===== config.mk =====
export PLATFORM = sky130hd
export DESIGN_NAME = store_buffer
export DESIGN_NICKNAME = d
export VERILOG_FILES = /design/src/rtl/store_buffer_pkg.sv /design/src/rtl/store_buffer_fifo.sv /design/src/rtl/store_buffer.sv
export SDC_FILE = /design/constraint.sdc
export NUM_CORES = 1
export LEC_CHECK = 0
export ABC_AREA = 1
export CORE_MARGIN = 2
export CORE_UTILIZATION = 35
export CTS_CLUSTER_SIZE = 20
export DETAILED_ROUTE_END_ITERATION = 12
export PLACE_DENSITY = 0.56
export SLEW_MARGIN = 10
export SYNTH_ARGS = -nofsm -noshare
export SYNTH_HDL_FRONTEND = slang
export SYNTH_SLANG_ARGS = --single-unit

===== constraint.sdc =====
create_clock -name clk -period 4.8 [get_ports clk]
set_clock_uncertainty 0.1 [all_clocks]
set_input_delay 0.48 -clock clk [delete_from_list [all_inputs] [get_ports clk]]
set_output_delay 0.48 -clock clk [all_outputs]
set_load 0.1 [all_outputs]

===== src/rtl/store_buffer_pkg.sv =====
// Shared types for the posted-write store buffer: entry layout, FSM states and
// the word-address compare used by load forwarding.
package store_buffer_pkg;

  localparam int SB_AW = 32;
  localparam int SB_DW = 32;

  typedef struct packed {
    logic [SB_AW-1:0] addr;
    logic [SB_DW-1:0] data;
  } sb_entry_t;

  typedef enum logic {
    RUN   = 1'b0,
    FENCE = 1'b1
  } sb_state_t;

  // Byte offset bits are masked so any byte within a word counts as a hit.
  function automatic logic word_match(input logic [SB_AW-1:0] a,
                                      input logic [SB_AW-1:0] b);
    return ((a ^ b) & ~SB_AW'(3)) == '0;
  endfunction

endpackage


===== src/rtl/store_buffer_fifo.sv =====
// Circular store queue: entry storage, read/write pointers and a separate
// occupancy counter. The whole entry array is exported for forwarding.
module store_buffer_fifo
  import store_buffer_pkg::*;
#(
  parameter int DEPTH = 4,
  parameter int PW    = $clog2(DEPTH),
  parameter int CW    = PW + 1
) (
  input  logic          clk,
  input  logic          reset_n,
  input  logic          push,
  input  logic          pop,
  input  sb_entry_t     push_entry,
  output sb_entry_t     head,
  output sb_entry_t     entries [DEPTH],
  output logic [PW-1:0] rd_ptr,
  output logic [CW-1:0] count,
  output logic          full,
  output logic          empty
);

  sb_entry_t     mem [DEPTH];
  logic [PW-1:0] wr_ptr;

  // Storage is deliberately left out of reset; validity comes from count.
  always_ff @(posedge clk) begin
    if (push) mem[wr_ptr] <= push_entry;
  end

  always_ff @(posedge clk or negedge reset_n) begin
    if (!reset_n) begin
      wr_ptr <= '0;
      rd_ptr <= '0;
      count  <= '0;
    end else begin
      if (push) wr_ptr <= wr_ptr + PW'(1);
      if (pop)  rd_ptr <= rd_ptr + PW'(1);
      if (push && !pop && count != CW'(DEPTH))
        count <= count + CW'(1);
      else if (!push && pop && count != '0)
        count <= count - CW'(1);
    end
  end

  assign full    = (count == CW'(DEPTH));
  assign empty   = (count == '0);
  assign head    = mem[rd_ptr];
  assign entries = mem;

endmodule


===== src/rtl/store_buffer.sv =====
// Posted-write buffer between the core store port and a valid/ready data
// memory, with program-order drain, fence handling and load forwarding.
//
//   state | meaning
//   RUN   | stores accepted while not full; buffer drains in the background
//   FENCE | stores blocked, core stalled until the buffer has fully drained
module store_buffer
  import store_buffer_pkg::*;
#(
  parameter int DEPTH = 4,
  parameter int AW    = SB_AW,
  parameter int DW    = SB_DW,
  parameter int PW    = $clog2(DEPTH),
  parameter int CW    = PW + 1
) (
  input  logic          clk,
  input  logic          reset_n,
  input  logic          cpu_we,
  input  logic [AW-1:0] cpu_addr,
  input  logic [DW-1:0] cpu_wdata,
  input  logic [AW-1:0] cpu_raddr,
  input  logic          fence,
  output logic          cpu_stall,
  output logic          fwd_hit,
  output logic [DW-1:0] fwd_data,
  output logic          mem_valid,
  output logic [AW-1:0] mem_addr,
  output logic [DW-1:0] mem_wdata,
  input  logic          mem_ready,
  output logic [CW-1:0] count,
  output logic          empty
);

  sb_state_t     state;
  sb_entry_t     head;
  sb_entry_t     entries [DEPTH];
  sb_entry_t     push_entry;
  logic [PW-1:0] rd_ptr;
  logic          full;
  logic          push;
  logic          pop;
  logic          drained;

  assign push_entry = '{addr: cpu_addr, data: cpu_wdata};
  assign push       = cpu_we && !full && (state == RUN);
  assign pop        = mem_valid && mem_ready;

  store_buffer_fifo #(
    .DEPTH (DEPTH)
  ) u_fifo (
    .clk        (clk),
    .reset_n    (reset_n),
    .push       (push),
    .pop        (pop),
    .push_entry (push_entry),
    .head       (head),
    .entries    (entries),
    .rd_ptr     (rd_ptr),
    .count      (count),
    .full       (full),
    .empty      (empty)
  );

  assign mem_valid = !empty;
  assign mem_addr  = head.addr;
  assign mem_wdata = head.data;

  // Leaving FENCE registers on the same edge that retires the last entry.
  assign drained = empty || (count == CW'(1) && pop);

  always_ff @(posedge clk or negedge reset_n) begin
    if (!reset_n) begin
      state <= RUN;
    end else begin
      case (state)
        RUN:     if (fence && !empty) state <= FENCE;
        FENCE:   if (drained) state <= RUN;
        default: state <= RUN;
      endcase
    end
  end

  assign cpu_stall = (cpu_we && full) || (state == FENCE);

  // Walk oldest to youngest so the last match found is the youngest store.
  always_comb begin
    logic [PW-1:0] idx;
    idx      = '0;
    fwd_hit  = 1'b0;
    fwd_data = '0;
    for (int k = 0; k < DEPTH; k++) begin
      idx = rd_ptr + PW'(k);
      if (CW'(k) < count && word_match(entries[idx].addr, cpu_raddr)) begin
        fwd_hit  = 1'b1;
        fwd_data = entries[idx].data;
      end
    end
  end

endmodule


==> results.py <==
metrics = {
    "floorplanning": {
        "core_area_um2": 50170,
        "die_x_um": 229.6,
        "fp.dieH_um": 229.6,
        "die-area_um2": 52720,
        "boundaryPins": 204,
        "std_cell_rows": 82,
        "initial_core_util_pct": 35.51,
    },
    "run_status": {
        "status": "completed",
    },
    "worst_setup_path": {
        "worst_path_most_repeated_cell": "nand2_1",
        "timing.critical_path.arrival_ns": 3.94,
        "critPathMaxStageDelay_ns": 0.58,
        "setup.worst_path.class": "flip-flop to output pin",
        "worst_setup_path_start_kind": "flip-flop",
        "worstPathMaxFanout": 64,
        "crit_chain": "inv_8, nand2_1, nand2_4, buf_12, nand2_1, nand3_1, nand2_1, nor2_1, nand2_1, nor2_1, nand2_1, nor2_4, nor2_2, buf_4, nor2_1, nand2_1, nand2_1, buf_12",
        "critical-path-slowest-cell": "dfrtp_2",
        "timing.critical_path.required_ns": 4.22,
        "critPathCaptureType": "output pin",
    },
    "cells_and_area": {
        "drive_gt1_share_pct": 7.082,
        "finish.utilization_pct": 43.58,
        "finish.net_count": 2781,
        "final_cells": 3373,
        "area.growth.synth_to_final_pct": 22.74,
    },
    "placed_design": {
        "io_buffer_count": 201,
        "worst_case_setup_slack_after_placement_ns": 0.7398,
        "place.detailed.hpwl_mm": 39.54,
        "placed_cells_incl_taps": 3306,
        "gp_congestion": 0.9163,
    },
    "routing": {
        "dr.first_iter.drc_count": 1586,
        "routed_via_density": 5.107,
        "ant_nets": 0,
        "drcViolationCount": 0,
        "routed_wire_length_per_instance_um": 17.55,
        "dr_vias": 17227,
        "totalWireLength_mm": 59.19,
        "dr.pass1.iters": 5,
    },
    "yosys": {
        "synth.area.mux_share_pct": 3.659,
        "postSynthRegisterBits": 264,
        "synthCells": 2533,
        "synth_simple_gate_area_share_pct": 36.52,
        "synth_top_family_by_area": "simple AND/OR/NAND/NOR gates",
        "post_synth_fa_ha_maj_area_fraction_pct": 0.5619,
        "postSynthNetCount": 2642,
        "yosys_warnings": 0,
        "ys_seq_area_share_pct": 44.28,
        "syn_area_um2": 17810,
        "synth_compound_gate_area_share_pct": 6.581,
        "ys_types": 29,
        "yosys.area_share.xor_xnor_pct": 0.3933,
        "postSynthAreaPerCell_um2": 7.033,
    },
    "global_routing": {
        "grt_pass1_wl_mm": 89.83,
        "antenna_found_initial": 8,
        "overflow": 0,
        "maximum_number_of_pins_on_one_net_before_global_route_repair": 159,
        "grt_pass1_vias": 15972,
        "grtUsageTotal_pct": 22.11,
    },
    "power_and_ir_drop": {
        "vdd_drop_max_mv": 0.6782,
        "cell_internal_pwr_uw": 6984,
        "p_per_area_nw_per_um2": 742.2,
        "power_switching_share_pct": 56.96,
        "power_frac_clock_pct": 16.0,
        "seq_power_share_pct": 18.5,
        "total_leakage_power_uw": 0.01027,
        "combPwrFrac_pct": 65.5,
        "net-switching-power_uw": 9244,
    },
    "sta": {
        "finalHoldViolations": 0,
        "min_period_over_period_pct": 94.08,
        "finalWorstPathRequiredPeriod_ns": 4.516,
        "number_of_pins_exceeding_their_max_slew_limit_in_the_final_report": 0,
        "hold_ws_ns": 0.1504,
        "setup_repair_after_global_routing_missed_its_margin": "false",
        "worst_slew_margin_relative_to_its_limit_pct": 23.13,
        "setup_tns_ns": 0,
        "final_worst_path_setup_slack_ns": 0.2843,
        "timing_worst_slew_pin_value_ns": 1.153,
        "final-setup-viol-count": 0,
        "max_clock_freq_ghz": 0.2215,
    },
    "clock_network": {
        "worst_skew_pair.late_latency_ns": 0.55,
        "post_cts_buffers": 0,
        "tritoncts_num_sinks": 264,
        "cts_root_buf": "clkbuf_16",
        "tritoncts": "done",
        "htree_num_levels": 2,
        "tritoncts_buffer_count": 35,
        "clockBufferDepth": 3,
        "clk_pin_slew_ns": 0.05,
    },
    "worst_hold_path": {
        "hp-class": "primary input to async pin",
    },
    "job": {
        "cap_viol_max_count": 0,
    },
}
[state kept, by name, summed over array words and instances (netlist names)]
signal and flops:
state 1, u_fifo.count 3, u_fifo.entries 256, u_fifo.rd_ptr 2
u_fifo.wr_ptr 2
[routing by layer]
layer / up-vias / GRT usage (%) / share of wire, %
li1: 8507 / - / -
met1: 7934 / 28.88 / 43
met2: 651 / 35.93 / 46
met3: 127 / 3.884 / 7.6
met4: 8 / 9.558 / 3.4
met5: - / 0 / 0.091
[cells by family (layout without fill, tap and decap cells)]
group                      Yosys count  in the layout
buffers and inverters              343            507
adders and majority gates            8              8
and+or+nand+nor                   1614           1614
AOI/OAI and AO/OA                  231            231
DFF                                264            264
other                                0              4
xor gates and xnor gates             8              8
muxes                               65             65
[placed cells by master, fill, tap and decap left out, drive strengths merged]
cell type,instances
bufinv,3
ha,8
a31oi,1
inv,212
xor2,8
a22oi,2
o21ai,218
mux2i,64
diode,4
and2,1
nand3,327
nand4,5
a21oi,6
nand2,1182
clkbuf,43
dfrtp,8
o211ai,4
edfxtp,256
clkdlybuf4s50,115
nor3,1
nor2,98
buf,118
clkinvlp,1
clkinv,15
mux2,1
[synth_stat cells]
cell | instances | area share [%]
nand3_1 | 327 | 9.2
buf_2 | 68 | 1.9
nor2_2 | 3 | 0.11
xor2_1 | 8 | 0.39
clkbuf_1 | 40 | 0.84
nor3_1 | 1 | 0.028
o211ai_1 | 4 | 0.17
a31oi_1 | 1 | 0.035
mux2i_1 | 64 | 3.6
inv_1 | 204 | 4.3
clkinv_1 | 2 | 0.042
buf_4 | 12 | 0.51
inv_2 | 5 | 0.11
a21oi_1 | 6 | 0.17
nor2_4 | 1 | 0.063
o21ai_0 | 207 | 5.8
a22oi_1 | 2 | 0.084
edfxtp_1 | 256 | 43
buf_6 | 1 | 0.063
mux2_2 | 1 | 0.063
nand2_1 | 1179 | 25
and2_1 | 1 | 0.035
buf_1 | 11 | 0.23
ha_1 | 8 | 0.56
o21ai_1 | 11 | 0.31
nand4_1 | 5 | 0.18
nand2_2 | 3 | 0.11
nor2_1 | 94 | 2.0
dfrtp_1 | 8 | 1.1
[path summary, 6_finish.rpt]
kind,depth (start not counted),endpoint,startpoint,slack (ns)
min,1,u_fifo.count[0],reset_n,0.15
max in group asynchronous,1,u_fifo.rd_ptr[0],reset_n,4.09
min reg2reg,1,state,state,0.40
max reg2reg,6,u_fifo.entries[231],u_fifo.count[0],1.81
max,18,fwd_data[20],u_fifo.rd_ptr[1],0.28
min in group clk,1,state,state,0.40
[power by group through the flow]
stage	Combinational (uW)	Clock [uW]	Sequential, uW
finish	10600	2600	3000
global route	11500	2750	3030
floorplan	8020	0	3050
detailed placement	10500	0	3040
global placement	10400	0	3030
CTS	10500	2660	2990
[final cells by class]
cell class / instances / area (um2)
antenna: 4 / 10.01
clock buffer: 42 / 932.1
clock inverter: 20 / 207.7
fill: 5022 / 28310
inverter: 211 / 803.3
multi-input combinational: 1926 / 8543
sequential: 264 / 7893
tap: 672 / 840.8
timing repair buffer: 234 / 2634
[per-stage QoR]
step | cell area (um2) | power [uW]
final | 21860 | 16230
after global routing | 21860 | 17320
after global placement | 20650 | 13410
after CTS | 21790 | 16200
after floorplan | 17810 | 11070
after detailed placement | 20650 | 13550
[repair_timing]
action / CTS / global route
endpoints found under the setup margin: 0 / 32
hold buffers: 0 / 0
gates resized for setup: 0 / 12
[critical path: cells and delay by family, from the launching register on]
family        cells  cell delay [ns]
buf+inv           4             1.04
simple gates     14             1.70
flops             1             0.58
Power figures use the tool's default switching activity.
